`src/rtl/regfile_write_arbiter_if.sv`:
```
// Purpose: bundles the requester-side and register-file-side signals of the write arbiter.
// Latency: none, wires only.
// Backpressure: a requester holds req/addr/data until it sees its ack pulse.
// Ports: zero, req[2:0], addr0..2, data0..2 (requester -> arbiter);
//        ack[2:0], rf_write, rf_inaddr, rf_in, ready (arbiter -> requesters / register file).
interface regfile_write_arbiter_if #(
  parameter int DW = 16,
  parameter int AW = 3
);
  logic          zero;
  logic [2:0]    req;
  logic [AW-1:0] addr0;
  logic [AW-1:0] addr1;
  logic [AW-1:0] addr2;
  logic [DW-1:0] data0;
  logic [DW-1:0] data1;
  logic [DW-1:0] data2;
  logic [2:0]    ack;
  logic          rf_write;
  logic [AW-1:0] rf_inaddr;
  logic [DW-1:0] rf_in;
  logic          ready;

  // Requester / register-file side.
  modport master (
    output zero, req, addr0, addr1, addr2, data0, data1, data2,
    input  ack, rf_write, rf_inaddr, rf_in, ready
  );

  // Arbiter side.
  modport slave (
    input  zero, req, addr0, addr1, addr2, data0, data1, data2,
    output ack, rf_write, rf_inaddr, rf_in, ready
  );
endinterface

```
`src/rtl/regfile_write_arbiter.sv`:
```
// Purpose: round-robin arbiter of three register-file write requesters, with a zero-fill INIT sweep.
// Latency: 1 cycle from req to registered ack/rf_write; INIT sweep takes 2**AW cycles.
// Backpressure: requests are held (not dropped) during INIT and while another requester wins.
// Ports: clk, clear_n (async active-low) plain; bus.slave carries zero, req, addr0..2, data0..2 in
//        and ack, rf_write, rf_inaddr, rf_in, ready out (all outputs registered).
module regfile_write_arbiter #(
  parameter int DW = 16,
  parameter int AW = 3
) (
  input  logic                   clk,
  input  logic                   clear_n,
  regfile_write_arbiter_if.slave bus
);

  typedef enum logic {
    ST_INIT = 1'b0,
    ST_RUN  = 1'b1
  } state_t;

  state_t        r_state, w_state_nxt;
  logic [AW-1:0] r_cnt,   w_cnt_nxt;
  logic [1:0]    r_ptr,   w_ptr_nxt;
  logic [2:0]    r_ack,   w_ack_nxt;
  logic          r_wr,    w_wr_nxt;
  logic [AW-1:0] r_addr,  w_addr_nxt;
  logic [DW-1:0] r_data,  w_data_nxt;
  logic          r_ready, w_ready_nxt;

  logic [2:0]    w_elig;
  logic [1:0]    w_idx1;
  logic [1:0]    w_idx2;
  logic [1:0]    w_win;
  logic          w_win_vld;

  // A requester whose ack is currently high is ignored for one cycle, which
  // gives the requester time to drop req and prevents back-to-back grants.
  assign w_elig = bus.req & ~r_ack;

  // Search order ptr, ptr+1, ptr+2 (mod 3); ptr only ever holds 0..2.
  assign w_idx1 = (r_ptr == 2'd2) ? 2'd0 : r_ptr + 2'd1;
  assign w_idx2 = (r_ptr == 2'd0) ? 2'd2 : r_ptr - 2'd1;

  always_comb begin
    w_win_vld = 1'b1;
    w_win     = r_ptr;
    if (w_elig[r_ptr]) begin
      w_win = r_ptr;
    end else if (w_elig[w_idx1]) begin
      w_win = w_idx1;
    end else if (w_elig[w_idx2]) begin
      w_win = w_idx2;
    end else begin
      w_win_vld = 1'b0;
    end
  end

  always_comb begin
    w_state_nxt = r_state;
    w_cnt_nxt   = r_cnt;
    w_ptr_nxt   = r_ptr;
    w_ack_nxt   = 3'b000;
    w_wr_nxt    = 1'b0;
    w_addr_nxt  = r_addr;
    w_data_nxt  = r_data;
    w_ready_nxt = 1'b0;

    case (r_state)
      ST_INIT: begin
        // Sweep every address writing zero; cnt wraps back to 0 after the last one.
        w_wr_nxt   = 1'b1;
        w_addr_nxt = r_cnt;
        w_data_nxt = '0;
        w_cnt_nxt  = r_cnt + 1'b1;
        if (r_cnt == '1) begin
          w_state_nxt = ST_RUN;
        end
      end
      ST_RUN: begin
        if (bus.zero) begin
          w_state_nxt = ST_INIT;
          w_cnt_nxt   = '0;
        end else begin
          // ready lags the state by one cycle so it rises after the last INIT write.
          w_ready_nxt = 1'b1;
          if (w_win_vld) begin
            w_ack_nxt = 3'b001 << w_win;
            w_wr_nxt  = 1'b1;
            w_ptr_nxt = (w_win == 2'd2) ? 2'd0 : w_win + 2'd1;
            case (w_win)
              2'd0: begin
                w_addr_nxt = bus.addr0;
                w_data_nxt = bus.data0;
              end
              2'd1: begin
                w_addr_nxt = bus.addr1;
                w_data_nxt = bus.data1;
              end
              default: begin
                w_addr_nxt = bus.addr2;
                w_data_nxt = bus.data2;
              end
            endcase
          end
        end
      end
      default: begin
        w_state_nxt = ST_INIT;
        w_cnt_nxt   = '0;
      end
    endcase
  end

  always_ff @(posedge clk or negedge clear_n) begin
    if (!clear_n) begin
      r_state <= ST_INIT;
      r_cnt   <= '0;
      r_ptr   <= 2'd0;
      r_ack   <= 3'b000;
      r_wr    <= 1'b0;
      r_addr  <= '0;
      r_data  <= '0;
      r_ready <= 1'b0;
    end else begin
      r_state <= w_state_nxt;
      r_cnt   <= w_cnt_nxt;
      r_ptr   <= w_ptr_nxt;
      r_ack   <= w_ack_nxt;
      r_wr    <= w_wr_nxt;
      r_addr  <= w_addr_nxt;
      r_data  <= w_data_nxt;
      r_ready <= w_ready_nxt;
    end
  end

  assign bus.ack       = r_ack;
  assign bus.rf_write  = r_wr;
  assign bus.rf_inaddr = r_addr;
  assign bus.rf_in     = r_data;
  assign bus.ready     = r_ready;

endmodule

```
`src/flat_wrapper.sv`:
```
// flat-port wrapper written by rule: the top's interface ports become plain ports
module regfile_write_arbiter_flat 
#(
  parameter int DW = 16,
  parameter int AW = 3
)
  (clk, clear_n, bus_zero, bus_req, bus_addr0, bus_addr1, bus_addr2, bus_data0, bus_data1, bus_data2, bus_ack, bus_rf_write, bus_rf_inaddr, bus_rf_in, bus_ready);
  regfile_write_arbiter_if #(.DW(DW), .AW(AW)) bus_i ();
  input  logic clk;
  input  logic clear_n;
  input wire logic [$bits(bus_i.zero)-1:0] bus_zero;
  input wire logic [$bits(bus_i.req)-1:0] bus_req;
  input wire logic [$bits(bus_i.addr0)-1:0] bus_addr0;
  input wire logic [$bits(bus_i.addr1)-1:0] bus_addr1;
  input wire logic [$bits(bus_i.addr2)-1:0] bus_addr2;
  input wire logic [$bits(bus_i.data0)-1:0] bus_data0;
  input wire logic [$bits(bus_i.data1)-1:0] bus_data1;
  input wire logic [$bits(bus_i.data2)-1:0] bus_data2;
  output wire logic [$bits(bus_i.ack)-1:0] bus_ack;
  output wire logic [$bits(bus_i.rf_write)-1:0] bus_rf_write;
  output wire logic [$bits(bus_i.rf_inaddr)-1:0] bus_rf_inaddr;
  output wire logic [$bits(bus_i.rf_in)-1:0] bus_rf_in;
  output wire logic [$bits(bus_i.ready)-1:0] bus_ready;
  assign bus_i.zero = bus_zero;
  assign bus_i.req = bus_req;
  assign bus_i.addr0 = bus_addr0;
  assign bus_i.addr1 = bus_addr1;
  assign bus_i.addr2 = bus_addr2;
  assign bus_i.data0 = bus_data0;
  assign bus_i.data1 = bus_data1;
  assign bus_i.data2 = bus_data2;
  assign bus_ack = bus_i.ack;
  assign bus_rf_write = bus_i.rf_write;
  assign bus_rf_inaddr = bus_i.rf_inaddr;
  assign bus_rf_in = bus_i.rf_in;
  assign bus_ready = bus_i.ready;
  regfile_write_arbiter #(.DW(DW), .AW(AW)) u_core (.clk(clk), .clear_n(clear_n), .bus(bus_i));
endmodule
```
`config.mk`:
```
export PLATFORM = sky130hd
export DESIGN_NAME = regfile_write_arbiter_flat
export DESIGN_NICKNAME = d
export VERILOG_FILES = /design/src/rtl/regfile_write_arbiter_if.sv /design/src/rtl/regfile_write_arbiter.sv /design/src/flat_wrapper.sv
export SDC_FILE = /design/constraint.sdc
export NUM_CORES = 1
export LEC_CHECK = 0
export CORE_MARGIN = 3
export CORE_UTILIZATION = 40
export CTS_BUF_LIST = sky130_fd_sc_hd__clkbuf_2
export DETAILED_ROUTE_END_ITERATION = 8
export PLACE_DENSITY = 0.79
export SYNTH_ARGS = -nofsm -noshare
export SYNTH_HDL_FRONTEND = slang
export SYNTH_SLANG_ARGS = --single-unit
```
`constraint.sdc`:
```
create_clock -name clk -period 3.7 [get_ports clk]
set_clock_uncertainty 0.05 [all_clocks]
set_input_delay 0.37 -clock clk [delete_from_list [all_inputs] [get_ports clk]]
set_output_delay 0.37 -clock clk [all_outputs]
set_load 0.02 [all_outputs]
```
==> qor.txt <==
status: finished clean
final hold viol count: 0
Placer Congestion: 0.922
worst-path cell chain: inv_1, ha_1, nor4bb_2, a31o_2, nor4b_4, a21boi_1, buf_4, and3_1, a221o_1
H-tree depth: 2
final setup margin: 620 ps
max_slew headroom: 56.7%
DRC: 0
pre-CTS setup slack: 674 ps
clock buffer depth: 2
total grt overflow: 0
CP Buf/Inv Count: 2
Synth Area per Inst: 9.88 µm²
TritonCTS clock tree: built
clock power share: 8.7%
io pins: 87
Synth Flop Type: dfrtp_1
vias: 1759
synth top area cells: dfrtp_1 (42%), nor3_1 (6.8%), o31ai_1 (5.5%), a221o_1 (5.1%), nand2_1 (3.8%)
Worst EP required: 3960 ps
total leakage power: 1.10 nW
Total GRT Usage: 20.7%
Psw: 0.000880 W
internal power: 0.000987 W
synthesized area: 0.00177 mm²
clk sinks: 30
f_max: 0.325 GHz
Top Family by Delay on Critical Path: compound AO/OA/AOI/OAI gates
most common cell after layout, fill and taps aside: clkdlybuf4s50_1
Core ar.: 0.00414 mm²
Critical Path Fanout Max: 10
largest net degree at the start of global routing: 31
Logic pwr share: 63.6%
CTS-repair resized insts: 0
Critical-path top delay cell: dfrtp_1
Sw Ratio: 47.1%
postcts setup bufs: 0
CP endpoint kind: register
share of layout cells above drive strength 1: 8.71%
sequential cell area: 751 µm²
CTS Hold Bufs: 0
Critical R2R Capture: u_core.bus.rf_in[10]$_DFFE_PN0P_
arrival time worst endpoint: 3340 ps
cell area after layout: 0.00270 mm²
Worst Setup Path Type: reg2reg
pwr dens: 691 mW/mm²
sequential power share: 27.7%
# Max-Cap Violations: 0
per-cell routed wire length: 16.8 µm
Hold/Removal Path Class: in2async
Area Growth Syn to Fin: 52.9%
full die area: 0.00525 mm²
Initial Util: 42.7%
yosys warns: 0
port buffer count: 86
Die X: 72.5 µm
r2r worst-path depth: 9
Yosys top cell area share: 42.5%
drt first pass iters: 4
TNS Setup: 0 ps
first-pass GRT wire length: 8560 µm
flop2flop setup slack: 620 ps
synth unique cells: 38
clock latency on the worst-skew pair: 360 ps
placed inst area: 0.00267 mm²
final setup fails: 0
Die Ht: 72.5 µm
initial antenna violation count: 0
TritonCTS buffer count: 5
Yosys top cell by area: dfrtp_1
Final ANT Viol Nets: 0
vias in the first global route: 1775
fin crit share: 83.2%
CP startpoint kind: register
final core utilization: 65.2%
total power: 0.00187 W
EDFF count, synth: 0
Slew @ Worst Pin: 650 ps
filler instances: 330
DP HPWL: 4050 µm
Slew Viols, Final: 0
VDD IR max: 368 µV
#FFs+latches synth: 30
Antenna Cells: 0
Tmin final: 3080 ps
register area share after synthesis: 42.5%
final net count: 332
Iteration-0 DRC Markers: 118
fraction of registers with async set/reset: 100%
r2r startpoint: u_core.r_ptr[0]$_DFFE_PN0P_
clock root buffer: clkbuf_2
cells after synthesis: 179
Worst-path clk slew: 160 ps
slowest stage delay, CP: 610 ps
Rows: 23
most frequent cells in the layout: clkdlybuf4s50_1 (86), dfrtp_1 (30), nor3_1 (24), nand2_1 (18)
total routed wirelength: 5270 µm
area of the multi-input gates: 926 µm²
drt via density: 5.60
Synth Net Count: 247
RSZ-0062 raised after global routing: no
worst max path at each step:
stage,from,endpoint,cells after the start
3_3_place_gp,u_core.r_ptr[0]$_DFFE_PN0P_,u_core.bus.rf_in[7]$_DFFE_PN0P_,8
5_1_grt,u_core.r_ptr[0]$_DFFE_PN0P_,u_core.bus.rf_in[10]$_DFFE_PN0P_,9
2_1_floorplan,u_core.r_ptr[0]$_DFFE_PN0P_,u_core.bus.rf_inaddr[2]$_DFFE_PN0P_,9
6_report,u_core.r_ptr[0]$_DFFE_PN0P_,u_core.bus.rf_in[10]$_DFFE_PN0P_,9
4_1_cts,u_core.r_ptr[0]$_DFFE_PN0P_,u_core.bus.rf_in[10]$_DFFE_PN0P_,9
3_5_place_dp,u_core.r_ptr[0]$_DFFE_PN0P_,u_core.bus.rf_in[10]$_DFFE_PN0P_,8
cell type report:
class | instances | share of cell area, %
clock buffers | 7 | 1.30
well taps | 50 | 2.31
multi-input cells | 129 | 34.3
repair buffers | 92 | 33.5
inverters | 6 | 0.833
flip-flops and latches | 30 | 27.8
registers in the layout, summed over array words and instances (netlist names):
name                  count
u_core.bus.rf_in         16
u_core.bus.ack            3
u_core.bus.rf_inaddr      3
u_core.r_cnt              3
u_core.r_ptr              2
u_core.bus.ready          1
u_core.bus.rf_write       1
u_core.r_state            1
cells in the mapped netlist (all sizes together) (4+ instances only):
master	number
nor4b	4
nand2	18
a221o	9
clkbuf	6
o31ai	13
o21ai	13
dfrtp	30
ha	5
inv	6
buf	8
a32o	6
nor3	25
metal layers:
metal  up-vias  track usage [%]  wire length, µm
li1        860                -                -
met1       821             28.2             2280
met2        68             33.0             2550
met3        10             4.43              347
met4         0             6.76               95
met5         -                0                0
power groups by stage:
stage,clock network (W),registers (W),logic [W]
after CTS,0.000164,0.000516,0.00119
after global placement,0,0.000522,0.00117
after global routing,0.000176,0.000534,0.00130
after floorplan,0,0.000565,0.000759
after detailed placement,0,0.000523,0.00119
final,0.000162,0.000518,0.00119
stage by stage:
stage / hold WS, ps / std cells
after floorplan: 24.4 / 179
after global placement: 409 / 307
after detailed placement: 419 / 307
after CTS: 307 / 314
after global routing: 321 / 314
final: 300 / 314
logic make-up after synthesis:
family                   Yosys count  synth area share [%]
AND/OR/NAND/NOR                   63                  22.0
AO/OA/AOI/OAI                     61                  26.8
flip-flops                        30                  42.5
buffers and inverters             20                  5.17
adder cells (fa/ha/maj)            5                  3.54
(Power assumes the default switching activity.)
==> patch 1: new RTL, same settings <==
`DW` is set to 16 in 3 places; all go to 32.
--- a/src/rtl/regfile_write_arbiter_if.sv
+++ b/src/rtl/regfile_write_arbiter_if.sv
@@ -5,5 +5,5 @@
 //        ack[2:0], rf_write, rf_inaddr, rf_in, ready (arbiter -> requesters / register file).
 interface regfile_write_arbiter_if #(
-  parameter int DW = 16,
+  parameter int DW = 32,
   parameter int AW = 3
 );
--- a/src/rtl/regfile_write_arbiter.sv
+++ b/src/rtl/regfile_write_arbiter.sv
@@ -5,5 +5,5 @@
 //        and ack, rf_write, rf_inaddr, rf_in, ready out (all outputs registered).
 module regfile_write_arbiter #(
-  parameter int DW = 16,
+  parameter int DW = 32,
   parameter int AW = 3
 ) (
--- a/src/flat_wrapper.sv
+++ b/src/flat_wrapper.sv
@@ -2,5 +2,5 @@
 module regfile_write_arbiter_flat 
 #(
-  parameter int DW = 16,
+  parameter int DW = 32,
   parameter int AW = 3
 )
Interface: changed (resized bus_data0, bus_data1, bus_data2 and bus_rf_in); port bits go from 87 to 151. No check against the original RTL was run, so the function may have changed too.
==> patch 1 against the unedited design <==
  * Sequential cell count is 16 higher
  * Highest routed layer unchanged
  * Critical path type unchanged
  * Via count rose by 40%
  * Total power up 13%
  * Setup slack got worse by 0.21 ns
  * Routed wire length is 52% higher
  * Non-clock buffer count up 65
  * Synthesized area rose by 35%
  * Final area up 49%
  * First-iteration DRC count increased by 17%
==> patch 1: results (changes against the unedited design) <==
Pwr
  – Sw power: 0.0008275 W (-6.0%)
  – P_seq: 0.000712 W (+37%)
  – Comb pwr: 0.00111 W (-7%)
  – IR drop worst, VDD: 0.3088 mV (-16%)
  – Pwr dens: 523.9 mW/mm^2 (-24%)
  – Leak: 1.708 nW (+56%)

Global route
  – Met1 Usage GRT: 0.2892 (+0.007256)
  – Vias in the first global route: 2559 (+44%)
  – Tot GR Track Use: 0.2271 (+0.01965)
  – Met2 global-route usage: 0.3848 (+0.05521)
  – First-pass GRT wire length: 12830 um (+50%)
  – GR Layer Usage met3: 0.05754 (+0.01322)
  – Largest net degree at the start of global routing: 47 (+52%)

Drt
  – Detailed Route Iter0 Violations: 138 (+17%)
  – Avg Vias per Cell: 5.813 (+3.8%)
  – Post-DR wirelength/cell: 18.99 um (+13%)
  – DR WL met3: 669 um (+93%)
  – Met1 Routed Length: 3196 um (+40%)
  – DR WL met2: 4022 um (+58%)

Setup path
  – Critical-path top delay cell: nor3_2
  – Worst path arrival time: 3.63 ns (+0.29 ns)
  – Reg2Reg Setup Slack: 0.41 ns (-0.21 ns)
  – Maximum fanout along the worst path: 12 (+2)
  – FF-to-FF path depth: 8 (-1)
  – Reg-to-reg critical path startpoint: u_core.r_ptr[1]
  – Worst setup path end: u_core.bus.rf_in[0]
  – CP top delay family: simple AND/OR/NAND/NOR gates

Layout
  – Ant. Diodes: 0 (unchanged)
  – Final net count: 466 (+40%)
  – Max reg flops: 32 (+16)
  – Ratio of cells with drive above 1 in the final layout: 0.07123 (-0.01590)

Status
  – Run status: finished clean

STA
  – Relative slew slack: 0.3190 (-0.2475)

CTS
  – Clk_lat worst skew: 0.43 ns (+0.07 ns)
  – Register clock-pin slew on the reported worst setup and hold paths: 0.25 ns (+0.09 ns)
  – Depth of the CTS H-tree: 2 (unchanged)

Synthesis
  – Synth Area in Compound Gates: 0.3386 (+0.07036)
  – Post-synthesis mux area share: 0.004724 (+0.004724)
  – Seq/Total Area, Yosys: 0.4829 (+0.05831)
  – Top cells by count, synth: 46 x dfrtp_1, 36 x a221o_1, 33 x a22o_1, 7 x inv_1
  – Largest cells by area after synthesis: dfrtp_1 48%, a221o_1 15%, a22o_1 12%, ha_1 2.6%, buf_6 1.4%
  – Synth Net Count: 315 (+28%)
  – Adder-cell share of the synthesized area: 0.02625 (-0.009139)

Place
  – I/O Buffers: 150 (+74%)
  – Hpwl dp: 5877 um (+45%)
  – Gpl congestion: 0.8731 (-5.3%)
## patch 1: metrics by stage
stage / cells / worst slack (ns) / cell area (um^2) / hold WS [ns] / util
3_3_place_gp: 414 / 0.3112 / 3954 / 0.4416 / 0.7008
2_1_floorplan: 199 / 0.8313 / 2384 / 0.02441 / -
5_1_grt: 423 / 0.2453 / 4031 / 0.07266 / 0.7146
3_5_place_dp: 414 / 0.2045 / 3954 / 0.4481 / 0.7008
6_report: 423 / 0.4052 / 4031 / 0.01575 / 0.7146
4_1_cts: 422 / 0.1391 / 4021 / 0.04222 / 0.7128
## patch 1: cell type report
type | count | area, um^2
multi-input cells | 133 | 1147
clock buffers | 6 | 30.03
inverters | 7 | 26.28
fillers | 432 | 1610
well taps | 72 | 90.09
repair buffers | 157 | 1549
flip-flops and latches | 46 | 1151
clock inverters | 2 | 37.54
